## src/rtl/id.sv

```systemverilog
// RV64I decode stage: turns one fetched instruction into registered EX operands.
// Supports ADD/SUB/XOR/OR/AND, their immediate forms, LUI and AUIPC, with forwarding from EX.
package riscv_alu_pkg;
    localparam logic [3:0] RISCV_ALU_ADD = 4'd1;
    localparam logic [3:0] RISCV_ALU_SUB = 4'd2;
    localparam logic [3:0] RISCV_ALU_XOR = 4'd3;
    localparam logic [3:0] RISCV_ALU_OR  = 4'd4;
    localparam logic [3:0] RISCV_ALU_AND = 4'd5;
endpackage

module id
    import riscv_alu_pkg::*;
(
    input  logic        clk,
    input  logic        rst,
    input  logic        inst_valid_i,
    input  logic [31:0] inst_i,
    input  logic [63:0] pc_i,
    output logic        inst_ready_o,
    output logic [4:0]  rs1_addr_o,
    output logic [4:0]  rs2_addr_o,
    input  logic [63:0] rs1_data_i,
    input  logic [63:0] rs2_data_i,
    input  logic [63:0] ex_result_i,
    input  logic        stall_i,
    input  logic        flush_i,
    output logic [63:0] oprand1,
    output logic [63:0] oprand2,
    output logic [7:0]  aluop,
    output logic [3:0]  alusel,
    output logic [4:0]  rd_addr_o,
    output logic        rd_we_o,
    output logic        ex_valid_o,
    output logic        illegal_o,
    output logic [15:0] illegal_cnt_o
);
    localparam logic [6:0] OPC_OP     = 7'b0110011;
    localparam logic [6:0] OPC_OP_IMM = 7'b0010011;
    localparam logic [6:0] OPC_LUI    = 7'b0110111;
    localparam logic [6:0] OPC_AUIPC  = 7'b0010111;

    logic [63:0] oprand1_q, oprand1_d, oprand2_q, oprand2_d;
    logic [7:0]  aluop_q, aluop_d;
    logic [3:0]  alusel_q, alusel_d;
    logic [4:0]  rd_addr_q, rd_addr_d;
    logic        rd_we_q, rd_we_d, ex_valid_q, ex_valid_d, illegal_q, illegal_d;
    logic [15:0] illegal_cnt_q, illegal_cnt_d;

    logic        hold, accept, fwd_ok;
    logic [6:0]  opcode, funct7;
    logic [2:0]  funct3;
    logic [63:0] src1, src2, imm_i, imm_u;
    logic        dec_legal;
    logic [3:0]  dec_alusel;
    logic [63:0] dec_op1, dec_op2;
    logic [7:0]  dec_aluop;

    assign hold         = stall_i && ex_valid_q;
    assign inst_ready_o = !hold;
    assign accept       = inst_valid_i && inst_ready_o;
    assign rs1_addr_o   = inst_i[19:15];
    assign rs2_addr_o   = inst_i[24:20];

    assign opcode = inst_i[6:0];
    assign funct3 = inst_i[14:12];
    assign funct7 = inst_i[31:25];
    assign imm_i  = {{52{inst_i[31]}}, inst_i[31:20]};
    assign imm_u  = {{32{inst_i[31]}}, inst_i[31:12], 12'b0};

    // A flushed EX op never produces a result worth forwarding.
    assign fwd_ok = ex_valid_q && rd_we_q && !flush_i;

    always_comb begin
        src1 = rs1_data_i;
        src2 = rs2_data_i;
        if (rs1_addr_o == 5'd0)                          src1 = '0;
        else if (fwd_ok && rs1_addr_o == rd_addr_q)      src1 = ex_result_i;
        if (rs2_addr_o == 5'd0)                          src2 = '0;
        else if (fwd_ok && rs2_addr_o == rd_addr_q)      src2 = ex_result_i;
    end

    always_comb begin
        dec_legal  = 1'b0;
        dec_alusel = RISCV_ALU_ADD;
        dec_op1    = '0;
        dec_op2    = '0;
        case (opcode)
            OPC_OP: begin
                dec_op1 = src1;
                dec_op2 = src2;
                if (funct7 == 7'h00) begin
                    case (funct3)
                        3'b000: begin dec_legal = 1'b1; dec_alusel = RISCV_ALU_ADD; end
                        3'b100: begin dec_legal = 1'b1; dec_alusel = RISCV_ALU_XOR; end
                        3'b110: begin dec_legal = 1'b1; dec_alusel = RISCV_ALU_OR;  end
                        3'b111: begin dec_legal = 1'b1; dec_alusel = RISCV_ALU_AND; end
                        default: ;
                    endcase
                end else if (funct7 == 7'h20 && funct3 == 3'b000) begin
                    dec_legal  = 1'b1;
                    dec_alusel = RISCV_ALU_SUB;
                end
            end
            OPC_OP_IMM: begin
                dec_op1 = src1;
                dec_op2 = imm_i;
                case (funct3)
                    3'b000: begin dec_legal = 1'b1; dec_alusel = RISCV_ALU_ADD; end
                    3'b100: begin dec_legal = 1'b1; dec_alusel = RISCV_ALU_XOR; end
                    3'b110: begin dec_legal = 1'b1; dec_alusel = RISCV_ALU_OR;  end
                    3'b111: begin dec_legal = 1'b1; dec_alusel = RISCV_ALU_AND; end
                    default: ;
                endcase
            end
            OPC_LUI: begin
                dec_legal = 1'b1;
                dec_op2   = imm_u;
            end
            OPC_AUIPC: begin
                dec_legal = 1'b1;
                dec_op1   = pc_i;
                dec_op2   = imm_u;
            end
            default: ;
        endcase
        // Illegal encodings issue as a harmless ADD 0,0 that writes nothing.
        if (!dec_legal) begin
            dec_alusel = RISCV_ALU_ADD;
            dec_op1    = '0;
            dec_op2    = '0;
        end
    end

    assign dec_aluop = {inst_i[6:2], (opcode == OPC_LUI || opcode == OPC_AUIPC) ? 3'b000 : funct3};

    always_comb begin
        oprand1_d     = oprand1_q;
        oprand2_d     = oprand2_q;
        aluop_d       = aluop_q;
        alusel_d      = alusel_q;
        rd_addr_d     = rd_addr_q;
        rd_we_d       = rd_we_q;
        ex_valid_d    = ex_valid_q;
        illegal_d     = illegal_q;
        illegal_cnt_d = illegal_cnt_q;
        if (flush_i || (!hold && !accept)) begin
            ex_valid_d = 1'b0;
            rd_we_d    = 1'b0;
            illegal_d  = 1'b0;
        end else if (accept) begin
            oprand1_d  = dec_op1;
            oprand2_d  = dec_op2;
            aluop_d    = dec_aluop;
            alusel_d   = dec_alusel;
            rd_addr_d  = inst_i[11:7];
            rd_we_d    = dec_legal && (inst_i[11:7] != 5'd0);
            ex_valid_d = 1'b1;
            illegal_d  = !dec_legal;
            if (!dec_legal && illegal_cnt_q != 16'hFFFF)
                illegal_cnt_d = illegal_cnt_q + 16'd1;
        end
    end

    always_ff @(posedge clk) begin
        if (rst) begin
            oprand1_q     <= '0;
            oprand2_q     <= '0;
            aluop_q       <= '0;
            alusel_q      <= '0;
            rd_addr_q     <= '0;
            rd_we_q       <= 1'b0;
            ex_valid_q    <= 1'b0;
            illegal_q     <= 1'b0;
            illegal_cnt_q <= '0;
        end else begin
            oprand1_q     <= oprand1_d;
            oprand2_q     <= oprand2_d;
            aluop_q       <= aluop_d;
            alusel_q      <= alusel_d;
            rd_addr_q     <= rd_addr_d;
            rd_we_q       <= rd_we_d;
            ex_valid_q    <= ex_valid_d;
            illegal_q     <= illegal_d;
            illegal_cnt_q <= illegal_cnt_d;
        end
    end

    assign oprand1       = oprand1_q;
    assign oprand2       = oprand2_q;
    assign aluop         = aluop_q;
    assign alusel        = alusel_q;
    assign rd_addr_o     = rd_addr_q;
    assign rd_we_o       = rd_we_q;
    assign ex_valid_o    = ex_valid_q;
    assign illegal_o     = illegal_q;
    assign illegal_cnt_o = illegal_cnt_q;
endmodule

```

## config.mk

```make
export PLATFORM = sky130hd
export DESIGN_NAME = id
export DESIGN_NICKNAME = d
export VERILOG_FILES = /design/src/rtl/id.sv
export SDC_FILE = /design/constraint.sdc
export NUM_CORES = 1
export LEC_CHECK = 0
export CAP_MARGIN = 20
export CORE_AREA = 4 4 180 182
export CTS_CLUSTER_SIZE = 28
export DETAILED_ROUTE_END_ITERATION = 6
export DIE_AREA = 0 0 184 186
export SETUP_SLACK_MARGIN = 0.15
export SYNTH_ARGS = -nofsm -noshare
export SYNTH_HDL_FRONTEND = slang
export SYNTH_SLANG_ARGS = --single-unit
```

## constraint.sdc

```tcl
create_clock -name clk -period 2.75 [get_ports clk]
set_input_delay 0.4125 -clock clk [delete_from_list [all_inputs] [get_ports clk]]
set_output_delay 0.4125 -clock clk [all_outputs]
set_load 0.02 [all_outputs]
```

==> impl_results.md <==
* Outcome: finished, final reports clean
* Worst reg2reg setup slack at 0.65 ns
* Final Hold Vio Count at 0
* Final hold slack at 0.4511 ns
* Number of synthesized register bits at 163
* Synth Cell Area at 0.009296 mm²
* Commonest non-fill, non-tap cells in the layout: clkdlybuf4s50_1 (465), a21oi_1 (224), o21ai_0 (201)
* Ys Warns at 0
* Rows at 64
* Ys async rst share at 0%
* Reg2reg start: illegal_cnt_o[2]
* Gr ovfl total at 0
* Headroom to the max-slew limit at 23.20%
* Maximum number of pins on one net before global-route repair at 128
* Nets at 2038
* # H-tree levels at 4
* HPWL Detailed at 35.13 mm
* Synth-to-Final Area Change at 67.89%
* CTS tree: done
* Final WL at 48.30 mm
* Initial Util at 30.39%
* Static Leak at 5.436 nW
* Via-to-Cell Ratio at 5.477
* Drt drc at 0
* Port bufs at 466
* Worst Setup SP: inst_i[26]
* Sink Count at 163
* Antenna violations before repair at 3
* Final setup vio count at 0
* Mapped Avg Cell Area at 7.124 µm²
* Placed cell count at 2117
* Worst Path Class, Setup: in2reg
* Clk_skew at 0.01942 ns
* Distinct cell type count after synthesis at 57
* Max Fanout on Critical Path at 7
* Deepest clock path buffer count at 2
* Tot Pwr at 0.005983 W
* Routed Antenna Nets at 0
* Leading cell type in the layout, fill and taps excluded: clkdlybuf4s50_1
* Fillcell total at 2959
* Setup TNS at 0 ns
* Die Width at 184 µm
* RSZ-0062 raised after global routing: no
* Period utilization at 91.98%
* Prevailing post-synth register cell: dfxtp_1
* Critical Path Sink: oprand2[60]
* Detailed-router iteration count before antenna repair at 5
* GRT Overall Usage at 26.46%
* Worst VDD drop at 0.0003639 V
* Clock Latency Late Sink at 0.45 ns
* Final Critical Period at 2.530 ns
* Total CTS buffers at 17
* Via Count at 11804
* Number of synthesized flops with an enable pin at 0
* Share of layout cells above drive strength 1 at 8.480%
* Fmax at 395.3 MHz
* First-pass GRT wire length at 70.44 mm
* # hold bufs at CTS at 0
* Critical path required time at 3.12 ns
* Top Ports at 468
* Die height at 186 µm
* Critical R2R Capture: illegal_cnt_o[1]
* CTS root buf: clkbuf_16
* Arr. time, crit path at 2.90 ns
* Nature of the critical path startpoint: primary input
* Non-filler instance count after layout at 2155
* Max Cap Viol at 0
* Die Area at 0.03422 mm²
* Vias in the first global route at 11694
* Clock transition at path regs at 0.07 ns
* Reg2Reg Depth at 7
* Starting DRT DRC Count at 867
* PD cells at 383.3 mW/mm²
* Slew Viols, Final at 0
* CORE AREA at 0.03059 mm²
* Post-synth net total at 1599
* Wire per inst at 22.41 µm
* Placed cell area at 0.01493 mm²
* Tightest Pin Transition at 1.152 ns
* Post-layout instance area at 0.01561 mm²
* GPL Wtd Cong at 0.8903
* Cells after synthesis at 1305
* HP Class: reg2reg
* Seq/Total Area, Yosys at 35.10%
* Worst setup EP type: register
==> state kept, by name, indices dropped and copies added (netlist names) <==
| signal | cells |
|---|---|
| oprand1 | 64 |
| oprand2 | 64 |
| illegal_cnt_o | 16 |
| aluop | 8 |
| rd_addr_o | 5 |
| alusel | 3 |
| ex_valid_o | 1 |
| illegal_o | 1 |
| rd_we_o | 1 |
==> routing by layer <==
| layer | track usage, % | wire length [µm] | up-vias |
|---|---|---|---|
| met5 | 0 | 13 | - |
| met4 | 9.908 | 1576 | 2 |
| met3 | 7.211 | 4373 | 80 |
| met2 | 44.30 | 22970 | 580 |
| met1 | 32.59 | 19360 | 5573 |
| li1 | - | - | 5569 |
==> cell type report <==
cell class / count / area [µm²] / share of cell area (%)
antenna: 2 / 5.005 / 0.03207
sequential: 163 / 3263 / 20.91
clock inverter: 15 / 192.7 / 1.235
tap: 396 / 495.5 / 3.175
clock buffer: 17 / 425.4 / 2.726
timing repair buffer: 561 / 5742 / 36.79
inverter: 4 / 15.01 / 0.09620
multi-input combinational: 997 / 5469 / 35.04
==> where the power goes <==
group	switching, W	internal, W	total, W	leakage (nW)
Sequential	0.0000168	0.00237	0.00239	1.31
Combinational	0.000457	0.000532	0.000989	3.83
Clock	0.00115	0.00145	0.00261	0.289
Total	0.00162	0.00436	0.00598	5.44
==> repair_timing <==
| item | 4_1_cts | 5_1_grt |
|---|---|---|
| endpoints found under the hold margin | 0 | 0 |
| resized for setup | 0 | 3 |
| endpoints found under the setup margin | 0 | 10 |
| setup buffers | 0 | 3 |
==> worst min-delay path by stage <==
stage                            from           to  slack, ns  depth (start not counted)
after global routing      oprand1[61]  oprand1[61]       0.47                          2
after global placement    oprand2[31]  oprand2[31]       0.44                          2
after detailed placement  oprand1[52]  oprand1[52]       0.44                          2
after CTS                 oprand2[37]  oprand2[37]       0.45                          2
final                      oprand1[0]   oprand1[0]       0.45                          2
after floorplan            oprand1[0]   oprand1[0]       0.53                          2
==> synth_stat cells, drive strengths merged (2+ instances only) <==
library cell,number,area share [%]
nand2b,2,0.13
and4,3,0.28
and3,65,4.4
nand3,103,5.5
and2,2,0.13
mux2i,20,2.2
nor4,2,0.30
o2111ai,3,0.28
nand2,197,8.0
o21ai,204,11
or4,11,0.93
xor2,5,0.47
nor3,2,0.16
nor2b,6,0.40
or3,4,0.27
o31ai,4,0.32
a21oi,224,12
inv,4,0.16
nor2,23,0.96
buf,32,2.1
xnor2,10,0.94
o211ai,4,0.32
a22oi,16,1.3
nand4,6,0.40
a21o,13,1.0
a211oi,31,2.5
clkbuf,109,4.4
o2111a,19,2.3
dfxtp,163,35
==> through the flow <==
step                utilization [%]  worst slack [ns]
floorplan                         -            0.5041
global placement              48.81           -0.1562
detailed placement            48.81           -0.1984
CTS                           50.83            0.2728
global route                  51.02            0.1501
finish                        51.02            0.2204
==> critical path, stage by stage <==
cell and delay (ns):
clkdlybuf4s50_1 0.49, or4_4 0.59, nor4_4 0.28, a22oi_2 0.17, nor3_4 0.33, buf_4 0.20, clkbuf_16 0.15, o21ai_0 0.12
a21oi_1 0.16
==> kinds of logic after synthesis <==
logic type | after synthesis | synth area share (%)
mux | 21 | 2.275
simple gates | 434 | 22.57
flops | 163 | 35.10
xor+xnor | 15 | 1.413
other cells | 1 | 0.04034
compound gates | 525 | 31.78
buf+inv | 145 | 6.689
fa+ha+maj | 1 | 0.1346
Note: power is estimated with default switching activity, not from simulation.
